## src/rtl/p4_adder_pkg.sv

```systemverilog
// Shared width, data type and stage payload for the pipelined P4 adder.
// The legality check lives here so every user applies the same NBIT/STAGES rule.
package p4_adder_pkg;

  localparam int NBIT       = 32;
  localparam int MAX_STAGES = 8;

  typedef logic [NBIT-1:0] data_t;

  // Flattened stage payload: full-width fields, with sum filled in slice by slice.
  typedef struct packed {
    logic  valid;
    logic  carry;
    data_t sum;
    data_t a;
    data_t b;
  } stage_pl_t;

  function automatic bit stages_legal(input int nbit, input int stages);
    return (stages >= 1) && (stages <= MAX_STAGES) && ((nbit % stages) == 0);
  endfunction

endpackage

```

## src/rtl/p4_adder_slice.sv

```systemverilog
// One carry slice: adds W bits at offset OFF and registers the partial result.
// The stage can load whenever it is empty or its contents leave this cycle.
module p4_adder_slice
  import p4_adder_pkg::*;
#(
  parameter int NBIT = 32,
  parameter int W    = 16,
  parameter int OFF  = 0
) (
  input  logic            clk,
  input  logic            rst,
  input  logic            i_valid,
  input  logic            i_carry,
  input  logic [NBIT-1:0] i_sum,
  input  logic [NBIT-1:0] i_a,
  input  logic [NBIT-1:0] i_b,
  input  logic            i_dn_ready,
  output logic            o_up_ready,
  output logic            o_valid,
  output logic            o_carry,
  output logic [NBIT-1:0] o_sum,
  output logic [NBIT-1:0] o_a,
  output logic [NBIT-1:0] o_b
);

  logic            r_valid;
  logic            r_carry;
  logic [NBIT-1:0] r_sum;
  logic [NBIT-1:0] r_a;
  logic [NBIT-1:0] r_b;

  logic [W:0]      w_add;
  logic [NBIT-1:0] w_sum;

  assign w_add = {1'b0, i_a[OFF +: W]} + {1'b0, i_b[OFF +: W]} + {{W{1'b0}}, i_carry};

  always_comb begin
    w_sum            = i_sum;
    w_sum[OFF +: W]  = w_add[W-1:0];
  end

  assign o_up_ready = !r_valid || i_dn_ready;

  always_ff @(posedge clk or posedge rst) begin
    if (rst) begin
      r_valid <= 1'b0;
      r_carry <= 1'b0;
      r_sum   <= '0;
      r_a     <= '0;
      r_b     <= '0;
    end else if (o_up_ready) begin
      r_valid <= i_valid;
      // Data only moves with a real request so a stalled result never changes.
      if (i_valid) begin
        r_carry <= w_add[W];
        r_sum   <= w_sum;
        r_a     <= i_a;
        r_b     <= i_b;
      end
    end
  end

  assign o_valid = r_valid;
  assign o_carry = r_carry;
  assign o_sum   = r_sum;
  assign o_a     = r_a;
  assign o_b     = r_b;

endmodule

```

## src/rtl/p4_adder_pipe.sv

```systemverilog
// Pipelined valid/ready adder: the carry chain is cut into STAGES registered slices.
// req_ready depends only on stage valids, rsp_ready and rst, never on req_valid.
module p4_adder_pipe
  import p4_adder_pkg::*;
#(
  parameter int NBIT   = p4_adder_pkg::NBIT,
  parameter int STAGES = 2
) (
  input  logic            clk,
  input  logic            rst,
  input  logic            req_valid,
  output logic            req_ready,
  input  logic [NBIT-1:0] a,
  input  logic [NBIT-1:0] b,
  input  logic            cin,
  output logic            rsp_valid,
  input  logic            rsp_ready,
  output logic [NBIT-1:0] s,
  output logic            cout
);

  if (!stages_legal(NBIT, STAGES)) begin : g_bad_cfg
    $error("p4_adder_pipe: STAGES must be 1..8 and divide NBIT");
  end

  localparam int W = NBIT / STAGES;

  // Index k is the input of slice k and the output of slice k-1.
  logic            w_valid [0:STAGES];
  logic            w_ready [0:STAGES];
  logic            w_carry [0:STAGES];
  logic [NBIT-1:0] w_sum   [0:STAGES];
  logic [NBIT-1:0] w_a     [0:STAGES];
  logic [NBIT-1:0] w_b     [0:STAGES];

  assign w_valid[0]      = req_valid;
  assign w_carry[0]      = cin;
  assign w_sum[0]        = '0;
  assign w_a[0]          = a;
  assign w_b[0]          = b;
  assign w_ready[STAGES] = rsp_ready;

  for (genvar k = 0; k < STAGES; k++) begin : g_slice
    p4_adder_slice #(
      .NBIT (NBIT),
      .W    (W),
      .OFF  (k * W)
    ) u_slice (
      .clk        (clk),
      .rst        (rst),
      .i_valid    (w_valid[k]),
      .i_carry    (w_carry[k]),
      .i_sum      (w_sum[k]),
      .i_a        (w_a[k]),
      .i_b        (w_b[k]),
      .i_dn_ready (w_ready[k+1]),
      .o_up_ready (w_ready[k]),
      .o_valid    (w_valid[k+1]),
      .o_carry    (w_carry[k+1]),
      .o_sum      (w_sum[k+1]),
      .o_a        (w_a[k+1]),
      .o_b        (w_b[k+1])
    );
  end

  // Stages read empty during reset, so the port must be masked explicitly.
  assign req_ready = !rst && w_ready[0];
  assign rsp_valid = w_valid[STAGES];
  assign s         = w_sum[STAGES];
  assign cout      = w_carry[STAGES];

endmodule
```

## config.mk

```make
export PLATFORM = sky130hd
export DESIGN_NAME = p4_adder_pipe
export DESIGN_NICKNAME = d
export VERILOG_FILES = /design/src/rtl/p4_adder_pkg.sv /design/src/rtl/p4_adder_slice.sv /design/src/rtl/p4_adder_pipe.sv
export SDC_FILE = /design/constraint.sdc
export NUM_CORES = 1
export LEC_CHECK = 0
export ABC_CLOCK_PERIOD_IN_PS = 4800
export CORE_ASPECT_RATIO = 1.2
export CORE_UTILIZATION = 55
export CTS_CLUSTER_DIAMETER = 80
export CTS_CLUSTER_SIZE = 28
export DETAILED_ROUTE_END_ITERATION = 8
export PLACE_DENSITY_LB_ADDON = 0.2
export SLEW_MARGIN = 25
export SYNTH_ARGS = -nofsm -noshare
export SYNTH_HDL_FRONTEND = slang
export SYNTH_SLANG_ARGS = --single-unit
```

## constraint.sdc

```tcl
create_clock -name clk -period 4.8 [get_ports clk]
set_input_delay 0.72 -clock clk [delete_from_list [all_inputs] [get_ports clk]]
set_output_delay 0.72 -clock clk [all_outputs]
set_load 0.005 [all_outputs]
```

# After elaboration in Yosys (flattened, before gate mapping)
# Cells that the tools add are included.
classes:
  n_addsub: 4
  mul: 0
  n_div: 0
  magnitude_cmp: 0
  eq_ne: 0
  n_shift: 0
  n_mux: 0
  bitwise_logic: 0
  reduce_logical: 8
op_table:
  columns: ["operator", "count"]
  rows:
  - ["adder 16 x 16 -> 17 bit", 2]
  - ["adder 17 x 1 -> 17 bit", 2]
  - ["AND reduction 2 bit", 2]
  - ["logical NOT 1 bit", 3]
  - ["logical OR 1 bit", 2]
  - ["logical AND 1 bit", 1]
totals:
  reg_bits: 116
  latchBits: 0
  mem_bits_rw: 0
  romBits: 0
  wordCells: 20
  n_memories: 0

# Depth between registers and ports, before layout
# Gate-level depths: netlist of the first run.
depth:
  depth_word: 4
  mapped_depth: 8
  mapped_depth_nobuf: 8

# Hierarchy
# Synthesis of the first run repeated with hierarchy kept, for this count alone.
hier_totals:
  cells_unflattened: 1038
  area_unflattened_um2: 9073.7
modules_own_cells:
  columns: ["module", "instances", "cells_each", "area_each_um2"]
  rows:
  - ["p4_adder_slice at g_slice[1].u_slice", 1, 518, 4579.4]
  - ["p4_adder_slice at g_slice[0].u_slice", 1, 518, 4476.8]
  - ["p4_adder_pipe", 1, 2, 17.5]

# Worst setup path before layout of the first run
# OpenSTA, ideal clock, no wires.
synth_timing:
  kind: "in2reg"
  start: "in a[0]"
  end: "reg g_slice[0].u_slice.r_sum[12]"
  arrival_ns: 2.570
  slack_ns: 2.095
  cell_stages: 8
  n_path_buf: 0
  path_cell_list: "fa_1 -> fa_1 -> a21oi_1 -> o211ai_2 -> o31a_2 -> nor2_2 -> xnor2_1 -> o21ai_0"
synth_between:
  elab_chain_cells: 2
synth_rtl:
  columns: ["item", "line_no", "source"]
  rows:
  - ["from (decl)", "p4_adder_pipe.sv:13", "input logic [NBIT-1:0] a,"]
  - ["adder 16 x 16 -> 17 bit", "p4_adder_slice.sv:35", "assign w_add = {1'b0, i_a[OFF +: W]} + {1'b0, i_b[OFF +: W]} + {{W{1'b0}}, i_carry};"]
  - ["adder 17 x 1 -> 17 bit", "p4_adder_slice.sv:35", null]
  - ["to (signal assigned)", "p4_adder_slice.sv:56", "r_sum <= w_sum;"]
  - ["to (decl)", "p4_adder_slice.sv:28", "logic [NBIT-1:0] r_sum;"]
# Every way passes these cells.
# A chain may end at the register's enable or synchronous reset.

# Worst setup path in the final report of the first run
layout_timing:
  start: "in a[0]"
  end: "reg g_slice[0].u_slice.r_sum[10]"
# Same word-level chain as after synthesis.

==> impl_metrics.csv, run 1 <==
group,metric,value,unit
synth,synthCells,421,
cts,clockRootBuffer,"clkbuf_8",
run_status,status,"finished clean",
critical_path,cp.required,5.02,ns
timing,grt_setup_unrepaired,"no",
synth,syn_area_per_cell,10.96,um2
cts,clock-sinks,84,
floorplanning,die-area,0.008760,mm2
synth,ys.flop_type,"dfrtp_1",
finish,fin_area,0.005909,mm2
finish,layout-drive-gt1-share,15.56,%
min_path,min_path_type,"register to register",
timing,period_share,62.08,%
critical_path,cp-end-kind,"register",
grt,grt_pass1_vias,3420,
cts,cts.hold.buffers_added,0,
finish,final_util,72.89,%
timing,hold_viol_final,0,
cts,clk-insertion-delay-late,0.36,ns
synth,ys_seq_area_share,45.57,%
synth,ys_seq_elements,84,
timing,relSlewSlack,52.59,%
synth,yosys_warnings,0,
grt,overflow,0,
drt,drc,0,
cts,cts.clk_slew.worst_paths,0.08,ns
synth,synth_mux_area_share,12.94,%
pwr,power.leakage,2.536,nW
synth,synth_edf_count,0,
finish,area_delta_synth_final,28.10,%
synth,netlist_area,0.004613,mm2
timing,hold-worst-slack,0.4801,ns
grt,grt_util_met3,4.120,%
synth,synthTopCellsByArea,"dfrtp_1, mux2_2, ha_1",
synth,synth_nets,524,
critical_path,critical-path-max-stage-delay,0.48,ns
synth,synth-simple-area-share,7.648,%
critical_path,arrival,3.20,ns
finish,fill_cells,599,
finish,layout.nets,625,
synth,synth_compound_area_share,16.95,%
cts,numCtsBuffers,9,
critical_path,cpMaxStageDelayCell,"fa_1",
floorplanning,initial_utilization,56.90,%
place,gp_congestion,0.9268,
grt,antenna_found_initial,0,
grt,grt_usage,23.17,%
cts,clock_path_buffers,2,
place,io_buffers,103,
cts,postCtsSetupBuffers,0,
floorplanning,die_height,102.3,um
timing,min_period,2.980,ns
drt,wl,9.597,mm
grt,use_met2,42.46,%
place,place_ws,1.447,ns
drt,num_vias,3543,
place,dp_hpwl,7.259,mm
synth,ys_types,45,
drt,via_per_inst,5.696,
synth,synthAdderAreaFrac,9.873,%
pwr,cellPowerDensity,413.4,mW/mm2
cts,cts_tree,"yes",
floorplanning,die_x,85.61,um
grt,busiest_layer,"met2",
finish,mostFrequentLayoutCells,"clkdlybuf4s50_1, dfrtp_1, mux2_2",
timing,worst_slack,1.820,ns
synth,synth_top_cell_by_area,"dfrtp_1",
grt,met1_usage,27.07,%
critical_path,crit_type,"input pin to register",
drt,drtIter0Drc,144,
grt,grt_pass1_wl,15.77,mm
floorplanning,io-pin-count,104,
synth,synthArstFlopShare,100.0,%
critical_path,crit_chain,"clkdlybuf4s50_1 -> fa_1 -> fa_1 -> a21oi_1 -> o211ai_2 -> a41oi_2 -> o21ba_2 -> xor2_1 -> o21ai_0",
critical_path,cp_common_cell,"fa_1",
synth,synth_top_family_by_area,"compound AO/OA/AOI/OAI gates",
timing,clock.fmax,335.6,MHz
finish,diodes,0,
floorplanning,core_area,0.008108,mm2
synth,yosys.area.top_type_share,45.57,%
finish,final_common_cell,"clkdlybuf4s50_1",
synth,synth_xor_area_share,4.746,%
timing,fin_setup_tns,0,ns
cts,ctsResizeCount,0,
grt,grt_max_degree,53,
timing,worst_slew_pin_slew,0.7111,ns
critical_path,start_kind,"input pin",
drt,firstDrtPassIters,4,
pwr,vdd_drop_max,0.0001559,V
timing,setup_viol,0,
floorplanning,rows,36,
cts,cts-htree-levels,3,
place,placed_cell_area,0.005710,mm2
flow_run,cap_viol_max_count,0,
drt,antenna_left,0,
critical_path,critPathMaxFanout,4,
timing,slew_violations,0,
timing,skew,0.008579,ns
drt,avgRoutedWirePerCell,15.43,um
Yosys cell counts, types with 2 or more instances:
library cell and number:
nor3_1 2, a31oi_1 7, a41oi_2 2, o21ai_1 8, inv_1 7, buf_2 9
o21a_1 2, ha_1 30, fa_1 4, o21ai_0 33, a21o_1 10, mux2_2 53
xor2_1 11, a211oi_1 8, o211ai_1 3, dfrtp_1 84, nand2b_1 4, o31ai_1 2
nand3_1 3, nand2_1 49, clkbuf_1 6, a21oi_1 25, o41ai_2 2, xnor2_1 14
nand4_1 3, nor2_1 16, a211o_1 2, a41oi_1 2, a221oi_1 2, o21bai_1 3
flip-flops by register name, indices dropped and copies added, names as in the netlist:
signal                   count
g_slice.u_slice.o_a         16
g_slice.u_slice.o_b         16
g_slice.u_slice.o_carry      2
g_slice.u_slice.o_sum       48
g_slice.u_slice.o_valid      2
worst max-delay path: cells and delay by family:
kind	cells	cell delay, ns
xor gates and xnor gates	1	0.13
buffers and inverters	1	0.44
AOI/OAI and AO/OA	5	1.00
adders and majority gates	2	0.90
final cells by class:
cell class / count / area (um2) / area share [%]
Clock buffer: 11 / 131.4 / 2.223
Clock inverter: 5 / 62.56 / 1.059
Inverter: 7 / 27.53 / 0.4658
Multi-Input combinational cell: 314 / 2414 / 40.84
Sequential cell: 84 / 2102 / 35.57
Tap cell: 95 / 118.9 / 2.011
Timing Repair Buffer: 106 / 1054 / 17.83
per-stage QoR:
stage	std cells	total power, mW
2_1_floorplan	421	1.541
3_3_place_gp	606	1.925
3_5_place_dp	606	1.958
4_1_cts	622	2.461
5_1_grt	622	2.605
6_report	622	2.443
worst paths after layout:
check	slack [ns]	to	from	depth (start not counted)
max	1.82	g_slice[0].u_slice.o_sum[10]$_DFFE_PP0P_	a[0]	9
min	0.48	g_slice[0].u_slice.o_sum[12]$_DFFE_PP0P_	g_slice[0].u_slice.o_sum[12]$_DFFE_PP0P_	2
max reg2reg	2.06	g_slice[1].u_slice.o_carry$_DFFE_PP0P_	g_slice[0].u_slice.o_b[16]$_DFFE_PP0P_	8
min reg2reg	0.48	g_slice[0].u_slice.o_sum[12]$_DFFE_PP0P_	g_slice[0].u_slice.o_sum[12]$_DFFE_PP0P_	2
max in group asynchronous	3.01	g_slice[1].u_slice.o_sum[11]$_DFFE_PP0P_	rst	3
min in group asynchronous	0.79	g_slice[1].u_slice.o_valid$_DFFE_PP0P_	rst	2
kinds of logic (layout without fill, tap and decap cells):
group | after synthesis | count (layout)
DFF | 84 | 84
and+or+nand+nor | 83 | 83
muxes | 53 | 53
adders and majority gates | 34 | 34
buffers and inverters | 23 | 129
xor gates and xnor gates | 25 | 25
AOI/OAI and AO/OA | 119 | 119
power by group:
part           leakage (nW)  switching (mW)  internal, mW  total [mW]
logic                  1.44           0.404         0.539       0.942
clock network        0.0897           0.254         0.243       0.496
registers              1.00           0.108         0.896        1.00
per-layer routing:
layer / vias to the layer above / wire length, um
met5: - / 0
met4: 0 / 172
met3: 19 / 325
met2: 95 / 5114
met1: 1704 / 3984
li1: 1725 / -
Power figures use the tool's default switching activity.
==> run 2, diff against run 1 <==
--- a/config.mk
+++ b/config.mk
@@ -5,9 +5,9 @@
 export SDC_FILE = /design/constraint.sdc
 export NUM_CORES = 1
 export LEC_CHECK = 0
-export ABC_CLOCK_PERIOD_IN_PS = 4800
+export ABC_CLOCK_PERIOD_IN_PS = 3060
 export CORE_ASPECT_RATIO = 1.2
-export CORE_UTILIZATION = 55
+export CORE_UTILIZATION = 51
 export CTS_CLUSTER_DIAMETER = 80
 export CTS_CLUSTER_SIZE = 28
 export DETAILED_ROUTE_END_ITERATION = 8
==> constraint.sdc (replaced) <==
create_clock -name clk -period 3.06 [get_ports clk]
set_input_delay 0.459 -clock clk [delete_from_list [all_inputs] [get_ports clk]]
set_output_delay 0.459 -clock clk [all_outputs]
set_load 0.005 [all_outputs]
==> run 2 against run 1 <==
- via count grew 1.1%
- largest power group unchanged
- die area up 7.7%
- critical endpoint is now g_slice[1].u_slice.o_carry$_DFFE_PP0P_
- clock-buffer cell count did not move
- design area up 0.89%
- hold slack gained 0.0020 ns
==> impl_metrics.csv, run 2 (synthesis gave the netlist of run 1 again) <==
group,metric,value,unit
cts,cts_tree,"yes",
critical_path,start_kind,"register",
drt,avgRoutedWirePerCell,15.10,um
pwr,clockPowerShare,18.0,%
timing,min_period,2.755,ns
critical_path,cp-end-kind,"register",
finish,diodes,0,
grt,grt_usage,22.79,%
pwr,p_comb_share,40.0,%
timing,setup_viol,0,
grt,antenna_found_initial,0,
timing,fin_setup_tns,0,ns
run_status,status,"finished clean",
floorplanning,die_height,106.2,um
critical_path,cp_top_family,"compound AO/OA/AOI/OAI gates",
pwr,p_seq_share,42.1,%
flow_run,cap_viol_max_count,0,
drt,drtIter0Drc,78,
floorplanning,die-area,0.009431,mm2
cts,numCtsBuffers,9,
timing,worst_slew_pin_slew,0.7388,ns
finish,largest_register_ffs,48,
drt,num_vias,3582,
pwr,netSwitchingPower,1.174,mW
critical_path,cpMaxStageDelayCell,"fa_1",
timing,skew,0.009663,ns
cts,clk-insertion-delay-late,0.36,ns
pwr,power.leakage,2.562,nW
drt,firstDrtPassIters,4,
timing,hold_viol_final,0,
pwr,vdd_drop_max,0.0002627,V
min_path,hold_depth,2,
timing,period_share,90.03,%
timing,grt_setup_unrepaired,"no",
drt,via_per_inst,5.545,
critical_path,cp.depth,8,
critical_path,arrival,2.99,ns
cts,clockRootBuffer,"clkbuf_8",
place,dp_hpwl,7.567,mm
pwr,switching_share,31.36,%
pwr,cellPowerDensity,628.1,mW/mm2
min_path,min_path_type,"register to register",
finish,layout-drive-gt1-share,16.07,%
grt,overflow,0,
place,place_ws,0.01641,ns
drt,wl,9.756,mm
grt,grt_max_degree,44,
floorplanning,io-pin-count,104,
critical_path,crit_type,"register to register",
timing,slew_violations,0,
critical_path,cp.required,3.30,ns
floorplanning,die_x,88.82,um
grt,grt_pass1_vias,3646,
cts,clock_path_buffers,2,
timing,relSlewSlack,50.69,%
place,gp_congestion,0.8737,
critical_path,rr_worst_depth,8,
finish,mostFrequentLayoutCells,"clkdlybuf4s50_1, dfrtp_1, mux2_2",
critical_path,cp_common_cell,"fa_1",
critical_path,critPathMaxFanout,3,
cts,ctsResizeCount,0,
floorplanning,core_area,0.008657,mm2
cts,cts.clk_slew.worst_paths,0.08,ns
critical_path,path_buf_inv,0,
timing,worst_slack,0.3049,ns
cts,clock-sinks,84,
cts,cts.hold.buffers_added,0,
critical_path,critical-path-max-stage-delay,0.51,ns
drt,antenna_left,0,
cts,postCtsSetupBuffers,0,
finish,layout.nets,629,
floorplanning,initial_utilization,53.29,%
grt,grt_pass1_wl,16.45,mm
pwr,p_int,2.570,mW
cts,cts-htree-levels,3,
timing,clock.fmax,363.0,MHz
floorplanning,rows,37,
place,io_buffers,103,
critical_path,crit_chain,"fa_1 -> fa_1 -> a211oi_1 -> o21ai_1 -> a21boi_2 -> a31oi_1 -> a221oi_1 -> o21ai_0",
drt,drc,0,
finish,final_common_cell,"clkdlybuf4s50_1",
finish,area_delta_synth_final,29.24,%
==> run 2: cell types whose count changed in the layout (fill, tap and decap cells not counted), moves of 2 or more <==
cell / delta
buf_12: +3
clkinv_2: +3
clkinv_4: -2
clkinvlp_4: -2
==> run 2: power groups by stage <==
stage	sequential (mW)	clock, mW	combinational [mW]
finish	1.57	0.672	1.50
floorplan	1.58	0	0.841
global placement	1.59	0	1.46
global route	1.61	0.736	1.66
detailed placement	1.60	0	1.50
CTS	1.58	0.691	1.51
==> run 2: metrics by stage <==
step	util (%)	cell area, um2	cells	total power, mW	hold WS [ns]
2_1_floorplan	-	4613	421	2.416	0.4446
3_3_place_gp	67.06	5806	632	3.045	0.4587
5_1_grt	68.87	5962	646	4.011	0.5084
4_1_cts	68.87	5962	646	3.780	0.4871
6_report	68.87	5962	646	3.745	0.4822
3_5_place_dp	67.06	5806	632	3.098	0.4682
==> run 2: path summary, 6_finish.rpt <==
| path | to | from | slack [ns] |
|---|---|---|---|
| max in group asynchronous | g_slice[0].u_slice.o_valid$_DFFE_PP0N_ | rst | 1.83 |
| min in group asynchronous | g_slice[1].u_slice.o_sum[13]$_DFFE_PP0P_ | rst | 0.55 |
| setup reg to reg | g_slice[1].u_slice.o_carry$_DFFE_PP0P_ | g_slice[0].u_slice.o_b[16]$_DFFE_PP0P_ | 0.30 |
| hold / removal | g_slice[0].u_slice.o_sum[6]$_DFFE_PP0P_ | g_slice[0].u_slice.o_sum[6]$_DFFE_PP0P_ | 0.48 |
| setup / recovery | g_slice[1].u_slice.o_carry$_DFFE_PP0P_ | g_slice[0].u_slice.o_b[16]$_DFFE_PP0P_ | 0.30 |
| hold reg to reg | g_slice[0].u_slice.o_sum[6]$_DFFE_PP0P_ | g_slice[0].u_slice.o_sum[6]$_DFFE_PP0P_ | 0.48 |
==> run 2: area by class of cell <==
class | count | area, um2
timing repair buffer | 110 | 1121
clock inverter | 3 | 15.01
sequential | 84 | 2102
multi-input combinational | 314 | 2409
fill | 697 | 2695
inverter | 7 | 27.53
clock buffer | 11 | 141.4
tap | 117 | 146.4
==> run 2: worst reg2reg max path: cells and delay by family, from the launching register on <==
| kind | cells | cell delay (ns) |
|---|---|---|
| AO/OA/AOI/OAI | 6 | 1.25 |
| adder cells (fa/ha/maj) | 2 | 0.98 |
| flip-flops | 1 | 0.40 |
==> run 2: layer usage <==
layer,part of all wire [%],vias to the layer above,track usage [%]
met3,2.9,20,2.562
met1,41,1717,25.38
met2,53,102,42.03
met4,2.8,0,10.94
met5,0,-,0
li1,-,1743,-
